<file path="src/rtl/mem_access_scheduler.sv">
// ============================================================================
//  Module   : mem_access_scheduler
//  Purpose  : Round-robin scheduler that shares the memory latency pipelines
//             between the SIMD cores (segments). One access is granted per
//             cycle at most; each grant is tagged with the shared-level or
//             the DRAM latency. Every outstanding access is timed by a per-core
//             countdown that ends in a one-cycle completion pulse. The number
//             of DRAM accesses in flight is capped at MAX_DRAM_OUT.
//  Revision : 1.0 - initial release
// ----------------------------------------------------------------------------
//  Ports
//    clk          in   1          clock
//    reset        in   1          synchronous, active-high reset
//    stall        in   1          global freeze (state holds, pulses masked)
//    req          in   NUM_CORE   per-core request, held until granted
//    req_dram     in   NUM_CORE   1 = DRAM access, 0 = shared level
//    grant        out  NUM_CORE   one-hot grant pulse (registered)
//    grant_valid  out  1          OR of grant
//    grant_seg    out  CORE_LOG   index of granted core (0 when no grant)
//    delay        out  DELAY_W    latency tagged on the grant (0 when none)
//    busy         out  NUM_CORE   core has an outstanding access
//    done         out  NUM_CORE   completion pulse per core
//  Optional (macro MEM_SCHED_PERF_EN):
//    grant_count      out 32      saturating number of grants
//    conflict_cycles  out 32      saturating number of non-stalled cycles in
//                                 which a free requester was not granted
// ============================================================================
`default_nettype none

module mem_access_scheduler #(
  parameter int NUM_CORE     = 4,
  parameter int CORE_LOG     = 2,
  parameter int DELAY_W      = 10,
  parameter int SHARED_DELAY = 1,
  parameter int DRAM_DELAY   = 400,
  parameter int MAX_DRAM_OUT = 2
) (
  input  logic                clk,
  input  logic                reset,
  input  logic                stall,
  input  logic [NUM_CORE-1:0] req,
  input  logic [NUM_CORE-1:0] req_dram,
  output logic [NUM_CORE-1:0] grant,
  output logic                grant_valid,
  output logic [CORE_LOG-1:0] grant_seg,
  output logic [DELAY_W-1:0]  delay,
  output logic [NUM_CORE-1:0] busy,
  output logic [NUM_CORE-1:0] done
`ifdef MEM_SCHED_PERF_EN
  ,
  output logic [31:0]         grant_count,
  output logic [31:0]         conflict_cycles
`endif
);

  // Wide enough to count every core as a DRAM user.
  localparam int DO_W = $clog2(NUM_CORE + 1);

  localparam logic [DELAY_W-1:0] SHARED_LAT = DELAY_W'(SHARED_DELAY);
  localparam logic [DELAY_W-1:0] DRAM_LAT   = DELAY_W'(DRAM_DELAY);

  typedef enum logic {
    ST_IDLE = 1'b0,
    ST_WAIT = 1'b1
  } core_state_e;

  // --------------------------------------------------------------------------
  // State
  // --------------------------------------------------------------------------
  core_state_e         state_q [NUM_CORE];
  core_state_e         state_d [NUM_CORE];
  logic [DELAY_W-1:0]  cnt_q   [NUM_CORE];
  logic [DELAY_W-1:0]  cnt_d   [NUM_CORE];
  logic [NUM_CORE-1:0] dram_q, dram_d;       // outstanding access is DRAM
  logic [CORE_LOG-1:0] ptr_q, ptr_d;
  logic [DO_W-1:0]     dram_out_q, dram_out_d;
  logic [NUM_CORE-1:0] grant_q, grant_d;
  logic [CORE_LOG-1:0] grant_seg_q, grant_seg_d;
  logic [DELAY_W-1:0]  delay_q, delay_d;

  // --------------------------------------------------------------------------
  // Completion / eligibility
  // --------------------------------------------------------------------------
  logic [NUM_CORE-1:0] busy_w;
  logic [NUM_CORE-1:0] done_raw;   // counter expired, independent of stall
  logic [NUM_CORE-1:0] elig;
  logic                dram_done_any;
  logic                cap_ok;

  always_comb begin
    for (int i = 0; i < NUM_CORE; i++) begin
      busy_w[i]   = (state_q[i] == ST_WAIT);
      done_raw[i] = busy_w[i] && (cnt_q[i] == '0);
    end
  end

  assign dram_done_any = |(done_raw & dram_q);

  // A DRAM slot being released this cycle can be reused at the same edge.
  assign cap_ok = (int'(dram_out_q) < MAX_DRAM_OUT) || dram_done_any;

  // A busy core becomes eligible again in its done cycle (back-to-back).
  assign elig = req & (~busy_w | done_raw) & (~req_dram | {NUM_CORE{cap_ok}});

  // --------------------------------------------------------------------------
  // Round-robin selection starting at ptr
  // --------------------------------------------------------------------------
  logic                sel_found;
  logic [CORE_LOG-1:0] sel_idx;
  logic [CORE_LOG-1:0] cand_idx;
  logic [NUM_CORE-1:0] sel_onehot;

  always_comb begin
    sel_found  = 1'b0;
    sel_idx    = '0;
    cand_idx   = '0;
    sel_onehot = '0;
    for (int k = 0; k < NUM_CORE; k++) begin
      cand_idx = CORE_LOG'((int'(ptr_q) + k) % NUM_CORE);
      if (!sel_found && elig[cand_idx]) begin
        sel_found = 1'b1;
        sel_idx   = cand_idx;
      end
    end
    if (sel_found) begin
      sel_onehot[sel_idx] = 1'b1;
    end
  end

  // --------------------------------------------------------------------------
  // Next-state logic
  // --------------------------------------------------------------------------
  logic [DO_W-1:0] dram_dec;

  always_comb begin
    state_d     = state_q;
    cnt_d       = cnt_q;
    dram_d      = dram_q;
    ptr_d       = ptr_q;
    dram_out_d  = dram_out_q;
    grant_d     = '0;
    grant_seg_d = '0;
    delay_d     = '0;
    dram_dec    = '0;

    // A stalled edge freezes all state; only the grant pulse is dropped.
    if (!stall) begin
      for (int i = 0; i < NUM_CORE; i++) begin
        if (busy_w[i]) begin
          if (done_raw[i]) begin
            state_d[i] = ST_IDLE;
            if (dram_q[i]) begin
              dram_dec = dram_dec + DO_W'(1);
            end
          end else begin
            cnt_d[i] = cnt_q[i] - DELAY_W'(1);
          end
        end
      end

      // Applied after the countdown so a re-grant in the done cycle wins.
      if (sel_found) begin
        state_d[sel_idx] = ST_WAIT;
        cnt_d[sel_idx]   = req_dram[sel_idx] ? DRAM_LAT : SHARED_LAT;
        dram_d[sel_idx]  = req_dram[sel_idx];
        grant_d          = sel_onehot;
        grant_seg_d      = sel_idx;
        delay_d          = req_dram[sel_idx] ? DRAM_LAT : SHARED_LAT;
        if (int'(sel_idx) == NUM_CORE - 1) begin
          ptr_d = '0;
        end else begin
          ptr_d = sel_idx + CORE_LOG'(1);
        end
      end

      dram_out_d = dram_out_q - dram_dec +
                   ((sel_found && req_dram[sel_idx]) ? DO_W'(1) : DO_W'(0));
    end
  end

  // --------------------------------------------------------------------------
  // State registers
  // --------------------------------------------------------------------------
  always_ff @(posedge clk) begin
    if (reset) begin
      for (int i = 0; i < NUM_CORE; i++) begin
        state_q[i] <= ST_IDLE;
        cnt_q[i]   <= '0;
      end
      dram_q      <= '0;
      ptr_q       <= '0;
      dram_out_q  <= '0;
      grant_q     <= '0;
      grant_seg_q <= '0;
      delay_q     <= '0;
    end else begin
      for (int i = 0; i < NUM_CORE; i++) begin
        state_q[i] <= state_d[i];
        cnt_q[i]   <= cnt_d[i];
      end
      dram_q      <= dram_d;
      ptr_q       <= ptr_d;
      dram_out_q  <= dram_out_d;
      grant_q     <= grant_d;
      grant_seg_q <= grant_seg_d;
      delay_q     <= delay_d;
    end
  end

  // --------------------------------------------------------------------------
  // Outputs: pulses are masked while stalled
  // --------------------------------------------------------------------------
  assign grant       = stall ? '0 : grant_q;
  assign grant_valid = ~stall & (|grant_q);
  assign grant_seg   = stall ? '0 : grant_seg_q;
  assign delay       = stall ? '0 : delay_q;
  assign busy        = busy_w;
  assign done        = stall ? '0 : done_raw;

`ifdef MEM_SCHED_PERF_EN
  // --------------------------------------------------------------------------
  // Performance counters (saturating)
  // --------------------------------------------------------------------------
  logic [31:0] grant_count_q, grant_count_d;
  logic [31:0] conflict_q, conflict_d;
  logic        conflict_w;

  // A free requester that was not picked, whether by arbitration or DRAM cap.
  assign conflict_w = |(req & ~busy_w & ~sel_onehot);

  always_comb begin
    grant_count_d = grant_count_q;
    conflict_d    = conflict_q;
    if (!stall) begin
      if (sel_found && (grant_count_q != '1)) begin
        grant_count_d = grant_count_q + 32'd1;
      end
      if (conflict_w && (conflict_q != '1)) begin
        conflict_d = conflict_q + 32'd1;
      end
    end
  end

  always_ff @(posedge clk) begin
    if (reset) begin
      grant_count_q <= '0;
      conflict_q    <= '0;
    end else begin
      grant_count_q <= grant_count_d;
      conflict_q    <= conflict_d;
    end
  end

  assign grant_count     = grant_count_q;
  assign conflict_cycles = conflict_q;
`endif

endmodule

`default_nettype wire

</file>
<file path="config.mk">
export PLATFORM = sky130hd
export DESIGN_NAME = mem_access_scheduler
export DESIGN_NICKNAME = d
export VERILOG_FILES = /design/src/rtl/mem_access_scheduler.sv
export SDC_FILE = /design/constraint.sdc
export NUM_CORES = 1
export LEC_CHECK = 0
export ABC_AREA = 1
export BUFFER_PORTS_ARGS = -buffer_cell sky130_fd_sc_hd__buf_2
export CAP_MARGIN = 20
export CORE_ASPECT_RATIO = 1.4
export CORE_MARGIN = 3
export CORE_UTILIZATION = 35
export DETAILED_ROUTE_END_ITERATION = 8
export SLEW_MARGIN = 20
export SYNTH_ARGS = -nofsm -noshare
export SYNTH_HDL_FRONTEND = slang
export SYNTH_SLANG_ARGS = --single-unit
</file>
<file path="constraint.sdc">
create_clock -name clk -period 3.9 [get_ports clk]
set_clock_uncertainty 0.05 [all_clocks]
set_input_delay 0.78 -clock clk [delete_from_list [all_inputs] [get_ports clk]]
set_output_delay 0.78 -clock clk [all_outputs]
set_load 0.01 [all_outputs]
</file>
==> Implementation_results.wiki, run 1 <==
{| class="wikitable"
! Metric !! Value
|-
| Run status || complete, no violations
|-
| Number of distinct library cell variants in the gate-level netlist after synthesis || 44
|-
| Worst IR drop on VDD || 0.000329 V
|-
| Post-detailed-placement cell area || 4630 µm²
|-
| Int Pwr || 2.57 mW
|-
| Routed length per instance || 13.8 µm
|-
| FF-to-FF path depth || 31
|-
| R2R Path Start || cnt_q[0]
|-
| Total global-route track usage || 0.166
|-
| Final Slew Violations || 0
|-
| CP Launch Type || flop
|-
| Count of placed standard cells in the final layout, fillers left out || 828
|-
| R2R Setup Slk || 0.06 ns
|-
| Mapped Avg Cell Area || 6.75 µm²
|-
| Cell area after synthesis || 4210 µm²
|-
| DRC marker count from the first detailed-route iteration || 177
|-
| Via count of the first global-routing pass || 3869
|-
| Final critical-path required period || 3.84 ns
|-
| Number of setup violations in the final report || 0
|-
| Critical path start-end classification || flop to flop
|-
| Number of flops mapped to enable cells by yosys || 0
|-
| Total Neg Setup Slack || 0 ns
|-
| Worst hold path type || flop to flop
|-
| Residual DRC count || 0
|-
| Finished layout cell area || 5310 µm²
|-
| Leakage power summed over all cells || 2.56 nW
|-
| Buffer depth of the longest clock path || 2
|-
| Layout cells sized above 1 || 0.295
|-
| Achievable clock frequency || 261 MHz
|-
| Cell count after placement || 805
|-
| DIE WIDTH || 98.7 µm
|-
| Post-DP HPWL || 8.11 mm
|-
| Setup repair after global routing missed its margin || true
|-
| Flip-flop and latch count after synthesis || 61
|-
| Top cell type's share of synthesized area || 0.290
|-
| Core area || 11600 µm²
|-
| Fill cell instance count of the final layout || 1146
|-
| Fraction of power spent switching nets || 0.485
|-
| End point of the critical path || dram_out_q[2]
|-
| Ports placed on the boundary || 36
|-
| Number of port buffers || 29
|-
| Maximum capacitance violations || 0
|-
| Placer's final routability congestion estimate || 0.861
|-
| CTS tree || yes
|-
| Clk_lat worst skew || 0.34 ns
|-
| First-pass DRT Iterations || 4
|-
| Main area contributors after synthesis || sky130_fd_sc_hd__dfxtp_1 29%, sky130_fd_sc_hd__nand2_1 9.9%, sky130_fd_sc_hd__inv_1 9.3%, sky130_fd_sc_hd__ha_1 5.3%, sky130_fd_sc_hd__nor2_1 5.2%
|-
| Slowest Stage Delay on Critical Path || 0.39 ns
|-
| Headroom to the max-slew limit || 0.595
|-
| Placement Rows || 46
|-
| Antenna-violating nets left || 0
|-
| Buffer type at the clock tree root || sky130_fd_sc_hd__clkbuf_16
|-
| Switch Pwr || 2.42 mW
|-
| Sequential cell area in the final layout || 1230 µm²
|-
| Critical path data required time || 4.08 ns
|-
| Final cell utilization of the core || 0.459
|-
| Power per standard cell area || 939 nW/µm²
|-
| Pin count of the biggest net entering global routing || 32
|-
| Cell accounting for the most synthesized area || sky130_fd_sc_hd__dfxtp_1
|-
| Clock transition at the registers of the reported paths || 0.05 ns
|-
| Wire length of the first global-routing pass || 17.7 mm
|-
| Antenna violations before repair || 0
|-
| Number of warnings printed during yosys synthesis || 0
|-
| Grt ovf || 0
|-
| Primary flip-flop cell chosen by synthesis mapping || sky130_fd_sc_hd__dfxtp_1
|-
| Diodes inserted || 0
|-
| Initial standard-cell utilization of the core || 0.364
|-
| Number of buffers inserted during clock tree synthesis || 9
|-
| Clock network fraction of design power || 0.177
|-
| Vias per Instance || 5.00
|-
| Pin slew with the least headroom to its limit || 0.607 ns
|-
| CP max-delay cell || sky130_fd_sc_hd__fa_2
|-
| Share of async-settable or async-resettable flops after synthesis || 0
|-
| Sequential power share || 0.193
|-
| Number of H-tree levels || 3
|-
| Capture point of the worst reg-to-reg path || dram_out_q[2]
|-
| Gate count after technology mapping || 624
|-
| Maximum fanout encountered on the critical timing path || 5
|-
| Final nets || 709
|-
| Combinational power share || 0.630
|-
| Power after layout || 4.99 mW
|-
| Arrival time of the worst setup path || 4.01 ns
|-
| Total wirelength of the detailed-routed design || 11.4 mm
|-
| CP dominant cell by count || sky130_fd_sc_hd__nand2_2
|-
| Critical Path Source || cnt_q[0]
|-
| Crit. End Element || flop
|-
| Area growth from synthesis to final layout || 26.0%
|-
| Final period util || 0.983
|-
| Final Hold Violating Endpoints || 0
|-
| Multi-input logic area || 2750 µm²
|-
| DR vias || 4139
|-
| Die H || 136 µm
|-
| Seq/Total Area, Yosys || 0.290
|-
| Clock Sink Count || 61
|-
| Die footprint || 13400 µm²
|}
[how the worst min path moves through the flow]
stage                    from  slack, ns         to  cells after the start
floorplan            cnt_q[9]       0.40   cnt_q[9]                      2
global placement     cnt_q[9]       0.42   cnt_q[9]                      2
detailed placement   cnt_q[9]       0.43   cnt_q[9]                      2
CTS                 cnt_q[10]       0.43  cnt_q[10]                      2
global route          busy[1]       0.47    busy[1]                      2
finish               cnt_q[9]       0.43   cnt_q[9]                      2
[power by group through the flow]
stage / sequential (mW) / combinational (mW) / clock (mW)
2_1_floorplan: 0.921 / 1.93 / 0
6_report: 0.961 / 3.14 / 0.882
3_3_place_gp: 0.948 / 2.66 / 0
5_1_grt: 0.986 / 3.45 / 0.919
3_5_place_dp: 0.952 / 2.69 / 0
4_1_cts: 0.943 / 2.72 / 0.900
[layout by cell type (no fill, tap or decap), types with 7 or more instances in the layout]
| master | Yosys | final |
|---|---|---|
| sky130_fd_sc_hd__nand2_2 | 14 | 27 |
| sky130_fd_sc_hd__dfxtp_1 | 61 | 52 |
| sky130_fd_sc_hd__inv_2 | 10 | 17 |
| sky130_fd_sc_hd__nand3_2 | 6 | 15 |
| sky130_fd_sc_hd__nor2_1 | 58 | 52 |
| sky130_fd_sc_hd__a21oi_1 | 35 | 35 |
| sky130_fd_sc_hd__dfxtp_2 | 0 | 9 |
| sky130_fd_sc_hd__clkbuf_16 | 0 | 9 |
| sky130_fd_sc_hd__o211ai_1 | 7 | 7 |
| sky130_fd_sc_hd__nor2_2 | 6 | 7 |
| sky130_fd_sc_hd__buf_4 | 8 | 31 |
| sky130_fd_sc_hd__nand2_4 | 5 | 12 |
| sky130_fd_sc_hd__xor2_1 | 15 | 15 |
| sky130_fd_sc_hd__inv_1 | 104 | 96 |
| sky130_fd_sc_hd__nand3_1 | 38 | 27 |
| sky130_fd_sc_hd__ha_1 | 18 | 12 |
| sky130_fd_sc_hd__nor2_4 | 7 | 12 |
| sky130_fd_sc_hd__nor3_1 | 19 | 19 |
| sky130_fd_sc_hd__nand4_1 | 14 | 14 |
| sky130_fd_sc_hd__buf_2 | 1 | 29 |
| sky130_fd_sc_hd__nand2_1 | 111 | 89 |
| sky130_fd_sc_hd__o21ai_0 | 34 | 34 |
[registers in the layout, summed over array words and instances, names as in the netlist]
name / cells
cnt_q: 40
dram_out_q: 3
ptr_q: 2
grant_q: 4
delay_q: 2
busy: 4
grant_seg_q: 2
dram_q: 4
[logic make-up after synthesis]
group           after synthesis  synth area share
compound gates               98             0.138
xor+xnor                     18            0.0374
fa+ha+maj                    19            0.0582
buf+inv                     137             0.129
flops                        61             0.290
other cells                   1          0.000890
simple gates                290             0.346
[per-layer routing]
| metal | GRT usage | part of all wire | up-vias |
|---|---|---|---|
| li1 | - | - | 2111 |
| met1 | 0.183 | 0.41 | 1887 |
| met2 | 0.304 | 0.52 | 114 |
| met3 | 0.0390 | 0.045 | 27 |
| met4 | 0.0661 | 0.029 | 0 |
| met5 | 0 | 0 | - |
[final cells by class]
| cell class | instances | share of cell area |
|---|---|---|
| Sequential cell | 61 | 0.232 |
| Timing Repair Buffer | 60 | 0.0712 |
| Multi-Input combinational cell | 431 | 0.519 |
| Inverter | 116 | 0.0825 |
| Clock buffer | 12 | 0.0483 |
| Clock inverter | 4 | 0.0132 |
| Tap cell | 144 | 0.0339 |
[Yosys cell counts (3+ instances only)]
library cell	number
sky130_fd_sc_hd__nand3_4	3
sky130_fd_sc_hd__a21oi_1	35
sky130_fd_sc_hd__nor2_1	58
sky130_fd_sc_hd__inv_1	104
sky130_fd_sc_hd__nand2_1	111
sky130_fd_sc_hd__xnor2_1	3
sky130_fd_sc_hd__buf_4	8
sky130_fd_sc_hd__ha_1	18
sky130_fd_sc_hd__nor2_4	7
sky130_fd_sc_hd__xor2_1	15
sky130_fd_sc_hd__nand2_2	14
sky130_fd_sc_hd__a21oi_2	4
sky130_fd_sc_hd__nor3_1	19
sky130_fd_sc_hd__nand3_1	38
sky130_fd_sc_hd__a31oi_1	5
sky130_fd_sc_hd__nand2_4	5
sky130_fd_sc_hd__o21ai_0	34
sky130_fd_sc_hd__clkbuf_1	10
sky130_fd_sc_hd__nor4_1	3
sky130_fd_sc_hd__nand4_1	14
sky130_fd_sc_hd__o211ai_1	7
sky130_fd_sc_hd__nor2_2	6
sky130_fd_sc_hd__dfxtp_1	61
sky130_fd_sc_hd__nand3_2	6
sky130_fd_sc_hd__inv_2	10
[timing repair]
item,in CTS,in global routing
gates resized for setup,5,81
setup endpoints to repair,1,1
pin swaps,6,21
hold buffers,0,0
setup buffers,2,5
[per-stage QoR]
stage / hold WS, ns / setup WS [ns]
after floorplan: 0.400 / 0.160
after detailed placement: 0.428 / -0.0469
after CTS: 0.433 / 0.0108
final: 0.432 / 0.0644
after global placement: 0.420 / 0.0928
after global routing: 0.473 / -0.158
[worst max-delay path, delay by kind of cell (launching register included)]
kind	cells	cell delay, ns
and+or+nand+nor	20	1.71
AOI/OAI and AO/OA	1	0.22
DFF	1	0.30
adders and majority gates	4	0.95
buffers and inverters	5	0.32
xor gates and xnor gates	1	0.15
(Power assumes the default switching activity.)
==> inputs of run 2 (changes only) <==
Settings changed: MAX_ROUTING_LAYER set to met4.
Clock period 3.9 ns to 4.5 ns, I/O delays scaled along.
==> run 2 against run 1 <==
  * Setup slack gained 0.32 ns
  * Critical endpoint unchanged
  * Clock-buffer cell count shrank 3
  * Non-clock buffer count shrank 25
  * Largest power group unchanged
==> Implementation_results.wiki, run 2 (synthesis gave the netlist of run 1 again) <==
{| class="wikitable"
! Metric !! Value
|-
| Critical path start-end classification || flop to flop
|-
| Max FFs per register || 40
|-
| Antenna-violating nets left || 0
|-
| Final Hold Violating Endpoints || 0
|-
| Vias per Instance || 4.95
|-
| First-pass DRT Iterations || 5
|-
| Highest-count cells in the layout ignoring fill and taps || 111 x sky130_fd_sc_hd__nand2_1, 104 x sky130_fd_sc_hd__inv_1, 60 x sky130_fd_sc_hd__dfxtp_1
|-
| Final nets || 684
|-
| R2R Setup Slk || 0.38 ns
|-
| Diodes inserted || 0
|-
| Reg with most FFs || cnt_q
|-
| Worst IR drop on VDD || 0.000244 V
|-
| DR vias || 3974
|-
| Count of buffering cells on the critical path with inverters included || 5
|-
| Cell count after placement || 786
|-
| Buffer type at the clock tree root || sky130_fd_sc_hd__clkbuf_16
|-
| Maximum fanout encountered on the critical timing path || 7
|-
| Power per standard cell area || 756 nW/µm²
|-
| Total wirelength of the detailed-routed design || 10.2 mm
|-
| Pin slew with the least headroom to its limit || 0.853 ns
|-
| Clock transition at the registers of the reported paths || 0.05 ns
|-
| Grt ovf || 0
|-
| Worst hold stages || 2
|-
| Crit. End Element || flop
|-
| CTS tree || yes
|-
| Number of port buffers || 29
|-
| Total Neg Setup Slack || 0 ns
|-
| Placer's final routability congestion estimate || 0.886
|-
| Die footprint || 13400 µm²
|-
| Layout cells sized above 1 || 0.179
|-
| Finished layout cell area || 4800 µm²
|-
| Final critical-path required period || 4.12 ns
|-
| Crit path depth || 29
|-
| Final period util || 0.915
|-
| Residual DRC count || 0
|-
| Clock Sink Count || 61
|-
| Antenna violations before repair || 0
|-
| Post-detailed-placement cell area || 4480 µm²
|-
| CP max-delay cell || sky130_fd_sc_hd__fa_1
|-
| Leakage power summed over all cells || 2.35 nW
|-
| Arrival time of the worst setup path || 4.29 ns
|-
| FF-to-FF path depth || 29
|-
| Worst hold path type || flop to flop
|-
| Post-DP HPWL || 7.87 mm
|-
| Total global-route track usage || 0.170
|-
| CP Launch Type || flop
|-
| Commonest non-fill, non-tap cell in the layout || sky130_fd_sc_hd__nand2_1
|-
| Number of setup violations in the final report || 0
|-
| Routed length per instance || 12.7 µm
|-
| DIE WIDTH || 98.7 µm
|-
| R2R Path Start || cnt_q[1]
|-
| CP top delay family || simple AND/OR/NAND/NOR gates
|-
| Critical path data required time || 4.67 ns
|-
| Core area || 11600 µm²
|-
| Initial standard-cell utilization of the core || 0.364
|-
| Area growth from synthesis to final layout || 14.0%
|-
| Placement Rows || 46
|-
| Capture point of the worst reg-to-reg path || dram_out_q[2]
|-
| Buffer depth of the longest clock path || 2
|-
| Ports placed on the boundary || 36
|-
| Achievable clock frequency || 243 MHz
|-
| Final Slew Violations || 0
|-
| Number of H-tree levels || 3
|-
| Endpoint of the worst hold-timing path || cnt_q[29]
|-
| DRC marker count from the first detailed-route iteration || 201
|-
| Pin count of the biggest net entering global routing || 46
|-
| Slowest Stage Delay on Critical Path || 0.40 ns
|-
| Die H || 136 µm
|-
| Count of placed standard cells in the final layout, fillers left out || 803
|-
| Wire length of the first global-routing pass || 18.1 mm
|-
| CP dominant cell by count || sky130_fd_sc_hd__nand2_1
|-
| Number of buffers inserted during clock tree synthesis || 9
|-
| Via count of the first global-routing pass || 3899
|-
| Run status || complete, no violations
|-
| Maximum capacitance violations || 0
|-
| Setup repair after global routing missed its margin || false
|-
| Headroom to the max-slew limit || 0.431
|-
| Launch instance of the worst min-delay path || cnt_q[29]
|-
| Clk_lat worst skew || 0.33 ns
|}
## run 2: changes by cell type in the layout (fill, tap and decap cells not counted), sizes merged
cell,previous run,this run
buf,60,35
bufinv,2,1
clkinv,4,7
clkbuf,12,9
clkinvlp,0,1
## run 2: metrics by stage
step                      power, mW  hold WS (ns)  setup slack (ns)   util
after floorplan                2.47         0.400             0.760      -
after global placement         2.91         0.422             0.418  0.388
after detailed placement       2.95         0.422             0.302  0.388
after CTS                      3.65         0.432             0.296  0.413
after global routing           3.99         0.457            0.0197  0.415
final                          3.63         0.429             0.381  0.415
## run 2: timing repair
item	CTS	global route
hold buffers	0	0
buffers inserted	0	1
resized for setup	0	5
setup endpoints to repair	0	1
## run 2: area by class of cell
cell class	instances	area, µm²
fillers	1224	6760
repair buffers	35	190
flip-flops and latches	61	1220
multi-input cells	431	2480
clock buffers	9	225
well taps	144	180
inverters	116	435
clock inverters	7	66.3
## run 2: worst max-delay path by stage
stage                   start            end  slack [ns]
CTS                  cnt_q[0]  dram_out_q[2]        0.30
finish               cnt_q[1]  dram_out_q[2]        0.38
global placement     cnt_q[0]  dram_out_q[2]        0.42
global route        cnt_q[10]  dram_out_q[2]        0.02
floorplan            cnt_q[0]  dram_out_q[2]        0.76
detailed placement   cnt_q[0]  dram_out_q[2]        0.30
## run 2: metal layers
| metal | wire length, µm | global-route usage | up-vias | share of wire |
|---|---|---|---|---|
| li1 | - | - | 2053 | - |
| met1 | 4400 | 0.195 | 1822 | 0.43 |
| met2 | 5290 | 0.292 | 84 | 0.52 |
| met3 | 403 | 0.0349 | 15 | 0.039 |
| met4 | 145 | 0.0615 | 0 | 0.014 |
| met5 | 0 | - | - | 0 |
## run 2: power by group
part           total (mW)  internal (mW)  switching (mW)
Combinational        2.13          0.690            1.44
Sequential          0.827          0.696           0.131
Clock               0.677          0.425           0.253
## run 2: worst register-to-register path, delay by kind of cell (launching register included)
kind / cells / cell delay [ns]
adders and majority gates: 4 / 0.99
xor gates and xnor gates: 1 / 0.16
AOI/OAI and AO/OA: 1 / 0.22
buffers and inverters: 5 / 0.34
DFF: 1 / 0.38
and+or+nand+nor: 18 / 1.88
==> inputs of run 3 (changes only) <==
Settings changed: BUFFER_PORTS_ARGS -buffer_cell sky130_fd_sc_hd__buf_2 to -buffer_cell sky130_fd_sc_hd__buf_4.
==> run 3 against run 2 <==
  * First-iteration DRC count fell by 1.0%
  * Largest power group unchanged
  * Setup slack better by 0.044 ns
  * Via count is 0.70% higher
  * Critical endpoint unchanged
  * Worst hold slack improved by 0.0061 ns
  * Critical path depth fell by 1
  * Maximum frequency is 1.1% higher
  * Non-clock buffer count did not move
  * Sequential cell count did not move
  * Largest cell class unchanged
==> Implementation_results.wiki, run 3 (synthesis gave the netlist of run 1 again) <==
{| class="wikitable"
! Metric !! Value
|-
| Reg with most FFs || cnt_q
|-
| Wire length of the first global-routing pass || 17.4 mm
|-
| Number of port buffers || 29
|-
| Via count of the first global-routing pass || 3807
|-
| Setup repair after global routing missed its margin || false
|-
| Achievable clock frequency || 245 MHz
|-
| Sequential cell area in the final layout || 1220 µm²
|-
| Total Neg Setup Slack || 0 ns
|-
| Buffer depth of the longest clock path || 2
|-
| Grt ovf || 0
|-
| Run status || complete, no violations
|-
| Total global-route track usage || 0.163
|-
| First-pass DRT Iterations || 4
|-
| Final Hold Violating Endpoints || 0
|-
| DIE WIDTH || 98.7 µm
|-
| Combinational power share || 0.570
|-
| Sequential power share || 0.217
|-
| Routed length per instance || 13.0 µm
|-
| Layout cells sized above 1 || 0.178
|-
| DR vias || 4002
|-
| Slowest Stage Delay on Critical Path || 0.38 ns
|-
| Diodes inserted || 0
|-
| Int Pwr || 1.97 mW
|-
| Clock transition at the registers of the reported paths || 0.06 ns
|-
| Ports placed on the boundary || 36
|-
| Max FFs per register || 40
|-
| Critical path start-end classification || flop to flop
|-
| Final critical-path required period || 4.07 ns
|-
| CP Launch Type || flop
|-
| Residual DRC count || 0
|-
| Clock Sink Count || 61
|-
| Die H || 136 µm
|-
| Headroom to the max-slew limit || 0.548
|-
| Commonest non-fill, non-tap cell in the layout || sky130_fd_sc_hd__nand2_1
|-
| Post-CTS Hold Fix Bufs || 0
|-
| Post-DP HPWL || 7.79 mm
|-
| Highest-count cells in the layout ignoring fill and taps || 111 x sky130_fd_sc_hd__nand2_1, 104 x sky130_fd_sc_hd__inv_1, 59 x sky130_fd_sc_hd__dfxtp_1
|-
| Pin count of the biggest net entering global routing || 46
|-
| Clock network fraction of design power || 0.212
|-
| Maximum capacitance violations || 0
|-
| Fraction of power spent switching nets || 0.486
|-
| DRC marker count from the first detailed-route iteration || 199
|-
| Placer's final routability congestion estimate || 0.874
|-
| CP max-delay cell || sky130_fd_sc_hd__fa_1
|-
| Number of buffers inserted during clock tree synthesis || 9
|-
| Crit. End Element || flop
|-
| Buffer type at the clock tree root || sky130_fd_sc_hd__clkbuf_16
|-
| Area growth from synthesis to final layout || 16.9%
|-
| Final nets || 684
|-
| Pin slew with the least headroom to its limit || 0.674 ns
|-
| Maximum fanout encountered on the critical timing path || 6
|-
| Core area || 11600 µm²
|-
| Switch Pwr || 1.86 mW
|-
| Vias per Instance || 4.98
|-
| Worst slack on hold paths || 0.435 ns
|-
| Multi-input logic area || 2470 µm²
|-
| CTS tree || yes
|-
| Initial standard-cell utilization of the core || 0.364
|-
| Antenna-violating nets left || 0
|-
| Power per standard cell area || 776 nW/µm²
|-
| Number of H-tree levels || 3
|-
| Fill cell instance count of the final layout || 1188
|-
| Worst hold path type || flop to flop
|-
| Die footprint || 13400 µm²
|-
| Total wirelength of the detailed-routed design || 10.4 mm
|-
| Placement Rows || 46
|-
| Leakage power summed over all cells || 2.37 nW
|-
| Antenna violations before repair || 0
|-
| Number of setup violations in the final report || 0
|-
| Worst IR drop on VDD || 0.000263 V
|-
| Arrival time of the worst setup path || 4.25 ns
|-
| Clk_lat worst skew || 0.34 ns
|-
| Critical path data required time || 4.67 ns
|-
| Final Slew Violations || 0
|-
| Final period util || 0.905
|}
-- run 3: cell count changes in the layout (fill, tap and decap cells not counted), sizes merged --
cell,delta
bufinv,+2
clkinv,-2
-- run 3: power groups by stage --
stage / registers (mW) / logic (mW) / clock network [mW]
final: 0.831 / 2.18 / 0.812
after global placement: 0.835 / 2.11 / 0
after floorplan: 0.798 / 1.67 / 0
after CTS: 0.826 / 2.14 / 0.821
after global routing: 0.853 / 2.45 / 0.849
after detailed placement: 0.836 / 2.13 / 0
-- run 3: worst max-delay path: cells and delay by family (launching register included) --
family	cells	cell delay [ns]
flops	1	0.34
buf+inv	5	0.38
xor+xnor	1	0.22
fa+ha+maj	4	0.90
simple gates	16	1.59
compound gates	2	0.47
-- run 3: layout make-up --
| cell class | count | area share |
|---|---|---|
| Clock buffer | 9 | 0.0457 |
| Multi-Input combinational cell | 431 | 0.502 |
| Timing Repair Buffer | 35 | 0.0533 |
| Sequential cell | 61 | 0.248 |
| Tap cell | 144 | 0.0366 |
| Inverter | 116 | 0.0884 |
| Clock inverter | 7 | 0.0251 |
-- run 3: final timing paths --
| check | from | to | slack, ns | cells past startpoint |
|---|---|---|---|---|
| min | cnt_q[29] | cnt_q[29] | 0.44 | 2 |
| max | cnt_q[20] | dram_out_q[2] | 0.43 | 28 |
| max reg2reg | cnt_q[20] | dram_out_q[2] | 0.43 | 28 |
| min reg2reg | cnt_q[29] | cnt_q[29] | 0.44 | 2 |
-- run 3: what timing repair did --
action / CTS / global route
gates resized for setup: 0 / 4
setup endpoints to repair: 0 / 1
setup buffers: 0 / 3
-- run 3: per-layer routing --
layer | share of wire | vias up | wire [µm] | GRT usage
met5 | 0 | - | 0 | -
met4 | 0.016 | 0 | 164 | 0.0607
met3 | 0.035 | 17 | 360 | 0.0318
met2 | 0.51 | 78 | 5270 | 0.288
met1 | 0.44 | 1856 | 4630 | 0.182
li1 | - | 2051 | - | -
-- run 3: through the flow --
| stage | cell area (µm²) | instances | setup WS, ns | util | power (mW) |
|---|---|---|---|---|---|
| after floorplan | 4230 | 629 | 0.760 | - | 2.47 |
| after global placement | 4540 | 784 | 0.419 | 0.393 | 2.94 |
| after detailed placement | 4540 | 784 | 0.300 | 0.393 | 2.96 |
| after CTS | 4890 | 800 | 0.294 | 0.423 | 3.79 |
| after global routing | 4930 | 803 | 0.0343 | 0.426 | 4.15 |
| final | 4930 | 803 | 0.426 | 0.426 | 3.82 |
